`config.mk`:
```
export PLATFORM = sky130hd
export DESIGN_NAME = up_counter
export DESIGN_NICKNAME = d
export VERILOG_FILES = /design/src/rtl/up_counter.sv
export SDC_FILE = /design/constraint.sdc
export NUM_CORES = 1
export LEC_CHECK = 0
export CORE_AREA = 5 5 42 44
export DETAILED_ROUTE_END_ITERATION = 10
export DIE_AREA = 0 0 47 49
export SYNTH_ARGS = -nofsm -noshare
export SYNTH_HDL_FRONTEND = slang
export SYNTH_SLANG_ARGS = --single-unit
```
`constraint.sdc`:
```
create_clock -name clock -period 1.3 [get_ports clock]
set_input_delay 0.195 -clock clock [delete_from_list [all_inputs] [get_ports clock]]
set_output_delay 0.195 -clock clock [all_outputs]
set_load 0.05 [all_outputs]
```
`src/rtl/up_counter.sv`:
```
// Enable-gated modulo-MODULO binary up-counter with a combinational terminal-count
// flag and a registered one-cycle wrap pulse.
module up_counter #(
    parameter int unsigned      WIDTH  = 4,
    parameter longint unsigned  MODULO = 64'd1 << WIDTH
) (
    input  logic             clock,
    input  logic             reset,
    input  logic             enable,
    output logic [WIDTH-1:0] count,
    output logic             tc,
    output logic             wrap
);

    // Terminal value; computed in 64 bits so WIDTH=32 with the full modulus is exact.
    localparam logic [WIDTH-1:0] LAST = WIDTH'(MODULO - 64'd1);

    generate
        if (WIDTH < 1 || WIDTH > 32 || MODULO < 64'd2 || MODULO > (64'd1 << WIDTH)) begin : g_bad_params
            $error("up_counter: illegal WIDTH/MODULO combination");
        end
    endgenerate

    logic [WIDTH-1:0] r_count;
    logic             r_wrap;
    logic             w_at_last;

    assign w_at_last = (r_count == LAST);

    // NOTE: sequential state uses non-blocking assignments so every register
    // samples pre-edge values, independent of statement order.
    always_ff @(posedge clock or negedge reset) begin
        if (!reset) begin
            r_count <= '0;
            r_wrap  <= 1'b0;
        end else if (enable) begin
            r_count <= w_at_last ? '0 : r_count + WIDTH'(1);
            r_wrap  <= w_at_last;
        end else begin
            r_wrap  <= 1'b0;
        end
    end

    assign count = r_count;
    assign tc    = w_at_last;
    assign wrap  = r_wrap;

endmodule

```
==> results.sh <==
export IMPL_initial_core_util_pct=15.6
export IMPL_regToRegSetupSlack_ns=0.16
export IMPL_syn2layout_area_growth_pct=105
export IMPL_layout_nets=37
export IMPL_skew_ns=0.00211
export IMPL_multi_input_area_um2=111
export IMPL_routedWlPerCell_um=12.0
export IMPL_cpPeakStageDelay_ns=0.42
export IMPL_crit_chain="ha_4, and3_4, buf_12"
export IMPL_slew_headroom_pct=82.9
export IMPL_ioPinCount=9
export IMPL_rsz0062_at_grt="yes"
export IMPL_globalRoute_totalOverflow=0
export IMPL_run_status="complete, but fails checks"
export IMPL_yosys_area_top_type_share_pct=57.1
export IMPL_core_um2=1400
export IMPL_ys_seq_area_share_pct=57.1
export IMPL_synth_largest_area_cell="dfrtp_1"
export IMPL_worstMarginPinSlew_ns=0.256
export IMPL_clk_path_buf_depth=2
export IMPL_p_leak_nw=0.190
export IMPL_h_tree_depth=1
export IMPL_postLayoutCellArea_um2=448
export IMPL_path_clk_slew_ns=0.05
export IMPL_routabilityCongestion=0.631
export IMPL_synth_distinct_cells=11
export IMPL_cts_tree="done"
export IMPL_finalHoldViolations=0
export IMPL_drv_slew=0
export IMPL_via_per_inst=4.08
export IMPL_worstSetupPathType="register to primary output"
export IMPL_min_path_type="primary input to asynchronous set/reset pin"
export IMPL_antenna_found_initial=0
export IMPL_synth_warnings=0
export IMPL_cts_root_buffer_cell="clkbuf_4"
export IMPL_detail_route_antenna_nets=0
export IMPL_clock_latency_ns=0.24
export IMPL_crit_required_ns=1.11
export IMPL_drtPass1Iterations=4
export IMPL_dpl_cell_count=41
export IMPL_grtUsageTotal_pct=6.08
export IMPL_syn_nets=21
export IMPL_crit_slowest_cell="dfrtp_2"
export IMPL_critPathCaptureType="primary output"
export IMPL_cp_max_fo=2
export IMPL_power_density_nw_per_um2=2840
export IMPL_violations="setup timing"
export IMPL_layout_drive_gt1_share_pct=53.1
export IMPL_drt_iter0_markers=3
export IMPL_r2r_end="count[3]"
export IMPL_maxCapViolCount=0
export IMPL_yosys_top_cells_area="dfrtp_1, a41oi_1, ha_1"
export IMPL_vdd_ir_drop_max_v=0.000973
export IMPL_drcViolationCount=0
export IMPL_layout_min_cycle_time_ns=1.35
export IMPL_max_freq_mhz=742
export IMPL_chipHeight_um=49
export IMPL_syn_avg_cell_area_um2=12.9
export IMPL_drt_wl_total_um=577
export IMPL_grt_pass1_vias=208
export IMPL_worst_r2r_cell_count=4
export IMPL_start_kind="register"
export IMPL_die_w_um=47
export IMPL_synth_seq_cells=5
export IMPL_cts_resized=0
export IMPL_reg2reg_from="count[0]"
export IMPL_cts_buffers=3
export IMPL_synthCells=17
export IMPL_grt_max_degree=8
export IMPL_syn_cell_area_um2=219
export IMPL_placed_cell_area_um2=399
export IMPL_grt_pass1_wl_um=945
export IMPL_vias=196
export IMPL_clkSinkCount=5
export IMPL_diodes=0
export IMPL_setup_ws_ns=-0.0486
export IMPL_filler_cell_count=138
export IMPL_io_buffers=8
export IMPL_instances_no_fill=48
export IMPL_dieArea_um2=2300
export IMPL_arrival_ns=1.15
export IMPL_period_share_pct=104
export IMPL_finalSetupViolations=1
export IMPL_rows=14
export IMPL_regArea_um2=128
-- worst max path at each step --
stage                     startpoint       end  slack [ns]  cells after the start
final                       count[0]        tc       -0.05                      3
after global routing        count[0]        tc       -0.08                      3
after CTS                   count[0]        tc       -0.07                      3
after detailed placement      enable  count[1]        0.04                      2
after global placement        enable  count[1]        0.06                      2
after floorplan             count[2]  count[0]      0.0006                      2
-- power by group --
group	switching (mW)	total (mW)	internal [mW]
Sequential	0.0947	0.317	0.222
Combinational	0.376	0.772	0.396
Clock	0.0671	0.183	0.116
-- cells in the mapped netlist --
cell and instances:
and4_1 1, ha_1 1, nand2_1 1, nand2b_1 2, and3_1 1, mux2_2 1
xnor2_1 1, o21ai_0 1, dfrtp_1 5, a21o_1 1, a41oi_1 2
-- per-stage QoR --
step	utilization [%]	setup slack, ns	hold slack (ns)	total power, mW	TNS (ns)
4_1_cts	32.0	-0.0688	0.177	1.29	-0.0688
5_1_grt	32.0	-0.0795	0.193	1.34	-0.0795
2_1_floorplan	-	0.000606	-0.101	0.664	0
3_3_place_gp	28.5	0.0604	0.424	1.01	0
6_report	32.0	-0.0486	0.182	1.27	-0.0486
3_5_place_dp	28.5	0.0369	0.439	1.04	0
-- critical path, delay by kind of cell, from the launching register on --
family                   cells  cell delay, ns
flip-flops                   1            0.42
AND/OR/NAND/NOR              1            0.18
adder cells (fa/ha/maj)      1            0.16
buffers and inverters        1            0.14
-- metal layers --
| layer | vias up | share of wire, % | global-route usage [%] |
|---|---|---|---|
| li1 | 93 | - | - |
| met1 | 94 | 44 | 7.56 |
| met4 | 0 | 0 | 5.53 |
| met3 | 0 | 11 | 2.95 |
| met2 | 9 | 45 | 7.24 |
| met5 | - | 0 | 0 |
-- layout by cell type (no fill, tap or decap) --
| cell | count |
|---|---|
| clkdlybuf4s50_1 | 2 |
| clkbuf_4 | 3 |
| nand2_1 | 1 |
| and4_1 | 1 |
| xnor2_1 | 1 |
| clkbuf_1 | 1 |
| o21ai_0 | 1 |
| a21o_1 | 1 |
| dfrtp_2 | 2 |
| buf_4 | 3 |
| dfrtp_1 | 3 |
| and3_4 | 1 |
| mux2_2 | 1 |
| buf_12 | 6 |
| nand2b_1 | 2 |
| ha_4 | 1 |
| a41oi_1 | 2 |
-- repair_timing --
item | CTS | global route
setup buffers | 3 | 0
setup endpoints to repair | 1 | 1
pin swaps | 1 | 0
hold buffers | 0 | 0
-- area by class of cell --
cell class,count,share of cell area [%]
clock buffers,4,5.87
multi-input cells,12,24.9
flip-flops and latches,5,28.5
repair buffers,11,36.3
well taps,16,4.47
-- registers in the layout, summed over array words and instances, names as in the netlist --
register / cells
count: 4
wrap: 1
-- cell families after synthesis --
| family | Yosys count | share of synthesized area, % |
|---|---|---|
| DFF | 5 | 57.1 |
| and+or+nand+nor | 5 | 14.3 |
| muxes | 1 | 5.14 |
| adders and majority gates | 1 | 5.71 |
| AOI/OAI and AO/OA | 4 | 13.7 |
| xor gates and xnor gates | 1 | 4.00 |
Note: power is estimated with default switching activity, not from simulation.
==> patch (same settings) <==
Set the parameter `WIDTH` to 5 (it was 4).
--- a/src/rtl/up_counter.sv
+++ b/src/rtl/up_counter.sv
@@ -1,7 +1,7 @@
 // Enable-gated modulo-MODULO binary up-counter with a combinational terminal-count
 // flag and a registered one-cycle wrap pulse.
 module up_counter #(
-    parameter int unsigned      WIDTH  = 4,
+    parameter int unsigned      WIDTH  = 5,
     parameter longint unsigned  MODULO = 64'd1 << WIDTH
 ) (
     input  logic             clock,
Ports: changed (resized count); port bits go from 9 to 10. No check against the original RTL was run, so the function may have changed too.
==> patch against the original RTL <==
Critical path type unchanged. Die area stayed put. Cell count increased by 21%. Total power up 9.2%. Routed wire length rose by 27%. Sequential cell count is 1 higher. Synthesized area increased by 33%. Worst hold slack improved by 0.017 ns. Final area is 35% higher. Clock skew fell by 0.00054 ns. Worst setup slack worse by 0.13 ns. Non-clock buffer count grew 5. Utilization is 11 points higher. The run still ends with negative setup slack left. Via count rose by 27%.
==> patch: results (changes against the original RTL) <==
<table>
<tr><th>Metric</th><th>Value</th></tr>
<tr><th colspan="2">Outcome</th></tr>
<tr><td>Run status</td><td>finished, violations left</td></tr>
<tr><td>Violated checks</td><td>negative setup slack</td></tr>
<tr><th colspan="2">Routing</th></tr>
<tr><td>Count of routing violations after the opening detailed-route iteration</td><td>0 (-3)</td></tr>
<tr><td>Routed wire per std cell</td><td>12.59 um (+4.7%)</td></tr>
<tr><td>Topmost layer with routed signal wires</td><td>met4</td></tr>
<tr><th colspan="2">Layout</th></tr>
<tr><td>Flip-flop count of the largest register after layout</td><td>5 (+1)</td></tr>
<tr><td>Share of cells above drive strength 1</td><td>0.7143 (+0.1830)</td></tr>
<tr><th colspan="2">Place</th></tr>
<tr><td>Routability cong.</td><td>0.7971 (+26%)</td></tr>
<tr><td>Port buffer count</td><td>9 (+1)</td></tr>
<tr><td>Setup slack after placement</td><td>-0.1209 ns (-0.1578 ns)</td></tr>
<tr><th colspan="2">GRT</th></tr>
<tr><td>Global routing usage on met2</td><td>0.1425 (+0.07014)</td></tr>
<tr><td>Global routing usage on met1</td><td>0.08520 (+0.009646)</td></tr>
<tr><td>Global router's overall resource usage</td><td>0.08505 (+0.02427)</td></tr>
<tr><td>Number of global-route vias before repair</td><td>294 (+41%)</td></tr>
<tr><td>Routing usage on met3</td><td>0.01476 (-0.01476)</td></tr>
<tr><th colspan="2">Yosys</th></tr>
<tr><td>Synthesized-area fraction occupied by ao, oa, aoi and oai cells</td><td>0.07759 (-0.05956)</td></tr>
<tr><td>Mux share of post-synthesis cell area</td><td>0.1121 (+0.06064)</td></tr>
<tr><td>Post-synthesis cell type count</td><td>12 (+1)</td></tr>
<tr><td>Synth top cells by count</td><td>dfrtp_1 (6), ha_1 (3)</td></tr>
<tr><th colspan="2">STA</th></tr>
<tr><td>Sum of negative setup slack</td><td>-0.4516 ns (-0.4029 ns)</td></tr>
<tr><td>Final setup violation count</td><td>5 (+4)</td></tr>
<tr><td>Final setup slack of the worst path</td><td>-0.1741 ns (-0.1255 ns)</td></tr>
<tr><th colspan="2">Setup path</th></tr>
<tr><td>Slack of the worst reg-to-reg path</td><td>-0.14 ns (-0.30 ns)</td></tr>
<tr><td>Critical R2R Capture</td><td>count[4]</td></tr>
<tr><td>Highest fanout seen on the critical path</td><td>3 (+1)</td></tr>
<tr><th colspan="2">Clock network</th></tr>
<tr><td>Post-CTS setup buffers</td><td>1 (-2)</td></tr>
<tr><th colspan="2">Pwr</th></tr>
<tr><td>VDD IR max</td><td>983.0 uV (+1.1%)</td></tr>
</table>
-- patch: report_power, final --
group | leakage (nW) | internal [W] | switching (W) | total [W]
clock | 0.0138 | 0.000104 | 0.0000563 | 0.000160
sequential | 0.0697 | 0.000264 | 0.0000840 | 0.000348
combinational | 0.185 | 0.000459 | 0.000423 | 0.000882
total | 0.269 | 0.000827 | 0.000563 | 0.00139
-- patch: worst min path at each step --
| stage | slack, ns | start | cells after the start | endpoint |
|---|---|---|---|---|
| after floorplan | -0.10 | reset | 0 | count[0] |
| after global placement | 0.45 | reset | 1 | wrap |
| after detailed placement | 0.45 | reset | 1 | wrap |
| after CTS | 0.20 | reset | 1 | wrap |
| after global routing | 0.23 | reset | 1 | wrap |
| final | 0.20 | reset | 1 | wrap |
-- patch: area by class of cell --
cell class                 instances  area [sq um]
clock buffer                       3         22.52
fill                             131         794.5
multi-input combinational         17         196.4
sequential                         6         155.1
tap                               16         20.02
timing repair buffer              16         212.7
